--- src/rtl/adc_serial_tx_if.sv ---
// FWFT source FIFO port and serial frame outputs of the ADC serial transmitter.
// The master side is the transmitter; the slave side is the FIFO/receiver.
interface adc_serial_tx_if #(
    parameter int NCH   = 3,
    parameter int WIDTH = 16
);
    logic                   fifo_empty;
    logic [NCH*WIDTH-1:0]   fifo_dout;
    logic                   fifo_rd_en;
    logic                   valid_o;
    logic [NCH-1:0]         ch_data_o;

    modport master (
        input  fifo_empty,
        input  fifo_dout,
        output fifo_rd_en,
        output valid_o,
        output ch_data_o
    );

    modport slave (
        output fifo_empty,
        output fifo_dout,
        input  fifo_rd_en,
        input  valid_o,
        input  ch_data_o
    );
endinterface

--- src/rtl/adc_serial_tx.sv ---
// Pops NCH-lane words from a FWFT FIFO and shifts them out MSB first, one bit per
// lane per cycle, with an optional idle gap between words.
//
// state | meaning
// IDLE  | waiting for enable with a word available
// SHIFT | frame on the wire, bit_cnt = bits still to follow the current one
// GAP   | valid_o held low for the sampled number of gap cycles
module adc_serial_tx #(
    parameter int NCH   = 3,
    parameter int WIDTH = 16
) (
    input  logic                clk,
    input  logic                rst_n,
    input  logic                enable,
    input  logic [7:0]          gap_cycles,
    adc_serial_tx_if.master     bus,
    output logic                busy,
    output logic [31:0]         word_cnt,
    output logic [15:0]         underrun_cnt
);
    localparam int BCW = (WIDTH > 1) ? $clog2(WIDTH) : 1;

    typedef enum logic [1:0] {IDLE, SHIFT, GAP} state_t;

    state_t                 state, state_nxt;
    logic [NCH*WIDTH-1:0]   shreg;
    logic [BCW-1:0]         bit_cnt;
    logic [7:0]             gap_cnt;
    logic                   pop;
    logic                   underrun;
    logic                   last_bit;
    logic [NCH-1:0]         dout_msb;
    logic [NCH-1:0]         sh_msb;

    assign last_bit       = (state == SHIFT) && (bit_cnt == '0);
    assign busy           = (state != IDLE);
    assign bus.fifo_rd_en = pop & rst_n;

    always_comb begin
        dout_msb = '0;
        sh_msb   = '0;
        for (int i = 0; i < NCH; i++) begin
            dout_msb[i] = bus.fifo_dout[WIDTH*i + WIDTH-1];
            sh_msb[i]   = shreg[WIDTH*i + WIDTH-1];
        end
    end

    always_ff @(posedge clk or negedge rst_n) begin
        if (!rst_n) state <= IDLE;
        else        state <= state_nxt;
    end

    // enable takes priority at the end of a word so a disabled block never counts an underrun
    always_comb begin
        state_nxt = state;
        pop       = 1'b0;
        underrun  = 1'b0;
        case (state)
            IDLE: begin
                if (enable && !bus.fifo_empty) begin
                    pop       = 1'b1;
                    state_nxt = SHIFT;
                end
            end
            SHIFT: begin
                if (bit_cnt == '0) begin
                    if (!enable) begin
                        state_nxt = IDLE;
                    end else if (gap_cycles != 8'd0) begin
                        state_nxt = GAP;
                    end else if (!bus.fifo_empty) begin
                        pop = 1'b1;
                    end else begin
                        state_nxt = IDLE;
                        underrun  = 1'b1;
                    end
                end
            end
            GAP: begin
                if (gap_cnt <= 8'd1) state_nxt = IDLE;
            end
            default: state_nxt = IDLE;
        endcase
    end

    always_ff @(posedge clk or negedge rst_n) begin
        if (!rst_n) begin
            shreg         <= '0;
            bit_cnt       <= '0;
            gap_cnt       <= '0;
            bus.valid_o   <= 1'b0;
            bus.ch_data_o <= '0;
            word_cnt      <= '0;
            underrun_cnt  <= '0;
        end else begin
            if (pop) begin
                shreg         <= bus.fifo_dout << 1;
                bus.ch_data_o <= dout_msb;
                bus.valid_o   <= 1'b1;
                bit_cnt       <= BCW'(WIDTH-1);
            end else if (state == SHIFT && bit_cnt != '0) begin
                shreg         <= shreg << 1;
                bus.ch_data_o <= sh_msb;
                bit_cnt       <= bit_cnt - 1'b1;
            end else begin
                bus.valid_o   <= 1'b0;
                bus.ch_data_o <= '0;
            end

            // count as the final bit is driven, so the count is current during the last-bit cycle
            if ((pop && WIDTH == 1) || (state == SHIFT && bit_cnt == BCW'(1)))
                word_cnt <= word_cnt + 32'd1;

            if (last_bit && state_nxt == GAP)
                gap_cnt <= gap_cycles;
            else if (state == GAP)
                gap_cnt <= gap_cnt - 8'd1;

            if (underrun && underrun_cnt != 16'hFFFF)
                underrun_cnt <= underrun_cnt + 16'd1;
        end
    end
endmodule

--- src/flat_wrapper.sv ---
// flat-port wrapper written by rule: the top's interface ports become plain ports
module adc_serial_tx_flat 
#(
    parameter int NCH   = 3,
    parameter int WIDTH = 16
)
  (clk, rst_n, enable, gap_cycles, busy, word_cnt, underrun_cnt, bus_fifo_empty, bus_fifo_dout, bus_fifo_rd_en, bus_valid_o, bus_ch_data_o);
  adc_serial_tx_if #(.NCH(NCH), .WIDTH(WIDTH)) bus_i ();
  input  logic clk;
  input  logic rst_n;
  input  logic enable;
  input  logic [7:0] gap_cycles;
  output logic busy;
  output logic [31:0] word_cnt;
  output logic [15:0] underrun_cnt;
  input wire logic [$bits(bus_i.fifo_empty)-1:0] bus_fifo_empty;
  input wire logic [$bits(bus_i.fifo_dout)-1:0] bus_fifo_dout;
  output wire logic [$bits(bus_i.fifo_rd_en)-1:0] bus_fifo_rd_en;
  output wire logic [$bits(bus_i.valid_o)-1:0] bus_valid_o;
  output wire logic [$bits(bus_i.ch_data_o)-1:0] bus_ch_data_o;
  assign bus_i.fifo_empty = bus_fifo_empty;
  assign bus_i.fifo_dout = bus_fifo_dout;
  assign bus_fifo_rd_en = bus_i.fifo_rd_en;
  assign bus_valid_o = bus_i.valid_o;
  assign bus_ch_data_o = bus_i.ch_data_o;
  adc_serial_tx #(.NCH(NCH), .WIDTH(WIDTH)) u_core (.clk(clk), .rst_n(rst_n), .enable(enable), .gap_cycles(gap_cycles), .bus(bus_i), .busy(busy), .word_cnt(word_cnt), .underrun_cnt(underrun_cnt));
endmodule
--- config.mk ---
export PLATFORM = sky130hd
export DESIGN_NAME = adc_serial_tx_flat
export DESIGN_NICKNAME = d
export VERILOG_FILES = /design/src/rtl/adc_serial_tx_if.sv /design/src/rtl/adc_serial_tx.sv /design/src/flat_wrapper.sv
export SDC_FILE = /design/constraint.sdc
export NUM_CORES = 1
export LEC_CHECK = 0
export CAP_MARGIN = 20
export CORE_ASPECT_RATIO = 2
export CORE_MARGIN = 2
export CORE_UTILIZATION = 51
export CTS_BUF_LIST = sky130_fd_sc_hd__clkbuf_16
export CTS_CLUSTER_SIZE = 12
export DETAILED_ROUTE_END_ITERATION = 8
export GPL_TIMING_DRIVEN = 0
export PLACE_DENSITY = 0.79
export SLEW_MARGIN = 20
export SYNTH_ARGS = -nofsm -noshare
export SYNTH_HDL_FRONTEND = slang
export SYNTH_SLANG_ARGS = --single-unit
--- constraint.sdc ---
create_clock -name clk -period 2.45 [get_ports clk]
set_clock_uncertainty 0.1 [all_clocks]
set_input_delay 0.3675 -clock clk [delete_from_list [all_inputs] [get_ports clk]]
set_output_delay 0.3675 -clock clk [all_outputs]
set_load 0.02 [all_outputs]
==> results.md <==
- Largest net degree at the start of global routing: 75
- Post-route cell area: 7190 um^2
- Inserted Diodes: 0
- GRT Util Overall: 22.9%
- Post-Syn Area per Cell: 10.3 um^2
- R2r startpoint: u_core.bit_cnt[0]
- Die height: 146 um
- Critical Path Sink Type: output pin
- Power density over the cells: 953 nW/um^2
- Arr. time, crit path: 1.95 ns
- Slew @ Worst Pin: 0.498 ns
- Worst vdd ir: 0.622 mV
- Initial antenna violation count: 0
- Final Non-Filler Cells: 790
- Final #Nets: 709
- Remaining antenna violation count: 0
- Status: finished, final reports clean
- Syn. warnings: 0
- Worst reg2reg setup slack: 0.12 ns
- Final setup vio count: 0
- Die width: 75.1 um
- Mapped Cells: 499
- First-iteration detailed-routing DRC count: 203
- Final-layout fill cell count: 731
- Main synth FF type: dfrtp_1
- First-pass GRT wire length: 19.6 mm
- Avg WL per Cell: 14.6 um
- Post-synth EDFFs: 0
- Hold Fails Final Rpt: 0
- Placed Cells: 748
- Placed wire-length estimate: 7.93 mm
- Worst-Skew Late Latency: 0.40 ns
- Core area: 9950 um^2
- PortBufs: 113
- FFs w/ async S/R, synth: 100%
- Crit share post-route: 98.6%
- Sequential area share after synthesis: 54.8%
- H-tree Lvls: 4
- Max-Cap Viols: 0
- Reg2reg end: u_core.underrun_cnt[4]
- Fraction of layout cells with a size suffix above 1: 11.0%
- HP Class: input pin to flip-flop
- Via density per instance: 5.36
- Distinct cells, synth: 48
- RSZ-0062 raised after global routing: true
- Mapped Nets: 566
- WHS: 0.262 ns
- Reg2Reg Depth: 9
- Largest area contributor in the netlist: dfrtp_1
- Drt total wl: 11.5 mm
- Largest cells by area after synthesis: dfrtp_1 (55%), nand2_1 (8.4%), a22oi_1 (6.6%), xnor2_1 (5.1%), xor2_1 (2.4%)
- Synth-to-layout area growth: 39.4%
- CP required: 1.98 ns
- Leak pwr: 3.26 nW
- CTS Buf Count: 17
- 1st-pass router iterations: 4
- Final RePlAce weighted congestion: 0.821
- DR vias: 4233
- Reg clk slew, reported paths: 0.05 ns
- CTS tree: done
- Worst Hold Path Cells: 2
- Die ar.: 11000 um^2
- Number of synthesized register bits: 113
- Post-route DRC: 0
- Io pins: 114
- CTS Sinks: 113
- Startpoint Class: input pin
- Critical path class: input pin to output pin
- Worst Hold Path EP: u_core.gap_cnt[2]
- CTS max path bufs: 2
- Post-synth top area share: 54.8%
- FMAX: 0.414 GHz
- Starting Density: 51.8%
- Post-layout minimum cycle time: 2.42 ns
- Vias in the first global route: 4261
- Cell Area, Placed: 6490 um^2
- Max_slew headroom: 66.6%
- Mapped cell area: 5160 um^2
- Root Buffer: clkbuf_16
- Min-Delay Startpoint: gap_cycles[2]
- Num rows: 52
- Critical Path Fanout Max: 3
- Final core area utilization: 72.2%
- Gr ovfl total: 0
- Max Slew Vio Count: 0
-- synth_stat cells, types with 3 or more instances --
| cell | n |
|---|---|
| nor4_1 | 4 |
| nor3_1 | 12 |
| and3_1 | 9 |
| clkbuf_1 | 11 |
| o21ai_0 | 5 |
| nor2_1 | 15 |
| nand4_1 | 13 |
| a221o_1 | 3 |
| nor3b_1 | 3 |
| ha_1 | 7 |
| buf_2 | 7 |
| o211ai_1 | 4 |
| inv_1 | 13 |
| dfrtp_1 | 113 |
| and4_1 | 4 |
| a21o_1 | 3 |
| xnor2_1 | 30 |
| a22o_1 | 4 |
| mux2_2 | 4 |
| xor2_1 | 14 |
| and2_1 | 6 |
| nand3_1 | 22 |
| nand2_1 | 116 |
| a22oi_1 | 45 |
| a21oi_1 | 3 |
-- registers in the layout, indices dropped and copies added (netlist names) --
register / cells
u_core.bus.ch_data_o: 3
u_core.bus.valid_o: 1
u_core.underrun_cnt: 16
u_core.shreg: 47
u_core.word_cnt: 32
u_core.bit_cnt: 4
u_core.state: 2
u_core.gap_cnt: 8
-- timing repair --
item                                   CTS  global route
setup buffers                            3             6
pin swaps                                1             5
hold buffers                             1             0
gates resized for setup                 18            10
setup endpoints to repair               41            15
endpoints found under the hold margin   39             0
-- cell type report --
cell class / instances / area, um^2 / share of cell area, %
Buffer: 19 / 97.6 / 1.36
Tap cell: 135 / 169 / 2.35
Clock inverter: 15 / 104 / 1.44
Timing Repair Buffer: 124 / 1240 / 17.3
Multi-Input combinational cell: 354 / 2280 / 31.7
Inverter: 13 / 48.8 / 0.679
Sequential cell: 113 / 2830 / 39.3
Clock buffer: 17 / 425 / 5.92
-- critical path: stages --
cell             delay (ns)
clkdlybuf4s50_1        0.48
nor4_4                 0.42
a31oi_4                0.17
nor2_4                 0.15
buf_6                  0.12
and2_4                 0.13
buf_6                  0.11
-- layer usage --
| metal | vias up | GRT usage, % | wire (um) | share of wire [%] |
|---|---|---|---|---|
| met3 | 19 | 6.14 | 508 | 4.4 |
| met2 | 135 | 36.8 | 6040 | 53 |
| met5 | - | 0 | 0 | 0 |
| met1 | 2037 | 29.1 | 4780 | 42 |
| li1 | 2042 | - | - | - |
| met4 | 0 | 8.39 | 171 | 1.5 |
-- worst max path at each step --
stage	start	cells past startpoint	endpoint
after floorplan	u_core.bit_cnt[0]	7	bus_fifo_rd_en
after global placement	rst_n	3	bus_fifo_rd_en
after detailed placement	gap_cycles[4]	7	bus_fifo_rd_en
after CTS	u_core.bit_cnt[1]	8	bus_fifo_rd_en
after global routing	u_core.bit_cnt[0]	8	bus_fifo_rd_en
final	gap_cycles[0]	7	bus_fifo_rd_en
-- per-stage QoR --
step | total power [mW] | setup TNS (ns) | worst slack [ns]
2_1_floorplan | 3.94 | 0 | 0.194
3_3_place_gp | 4.49 | -400.60 | -3.59
5_1_grt | 7.29 | -0.0501 | -0.0386
4_1_cts | 6.85 | -0.0274 | -0.0274
3_5_place_dp | 4.56 | -21.20 | -1.13
6_report | 6.85 | 0 | 0.0337
-- cells in the final DEF, fill, tap and decap left out, types with 4 or more instances in the layout --
cell type,count
a22o_1,4
a22oi_1,45
and2_1,5
and3_1,9
and4_1,4
buf_2,5
buf_4,10
buf_6,4
clkbuf_1,10
clkbuf_16,17
clkdlybuf4s50_1,110
clkinv_2,5
clkinvlp_4,4
dfrtp_1,113
ha_1,7
inv_1,13
mux2_2,4
nand2_1,116
nand3_1,22
nand4_1,13
nor2_1,14
nor3_1,12
o211ai_1,4
o21ai_0,5
xnor2_1,30
xor2_1,14
-- power by group --
group / switching, mW / internal, mW
Clock: 0.804 / 1.36
Sequential: 0.342 / 2.37
Combinational: 1.09 / 0.886
-- cells by family (layout without fill, tap and decap cells) --
| kind of cell | count (synthesis) | count (layout) | share of synthesized area, % |
|---|---|---|---|
| simple gates | 221 | 221 | 20.9 |
| flops | 113 | 113 | 54.8 |
| compound gates | 76 | 76 | 11.2 |
| xor+xnor | 44 | 44 | 7.47 |
| buf+inv | 32 | 188 | 2.64 |
| fa+ha+maj | 7 | 7 | 1.70 |
| mux | 6 | 6 | 1.26 |
Note: power is estimated with default switching activity, not from simulation.
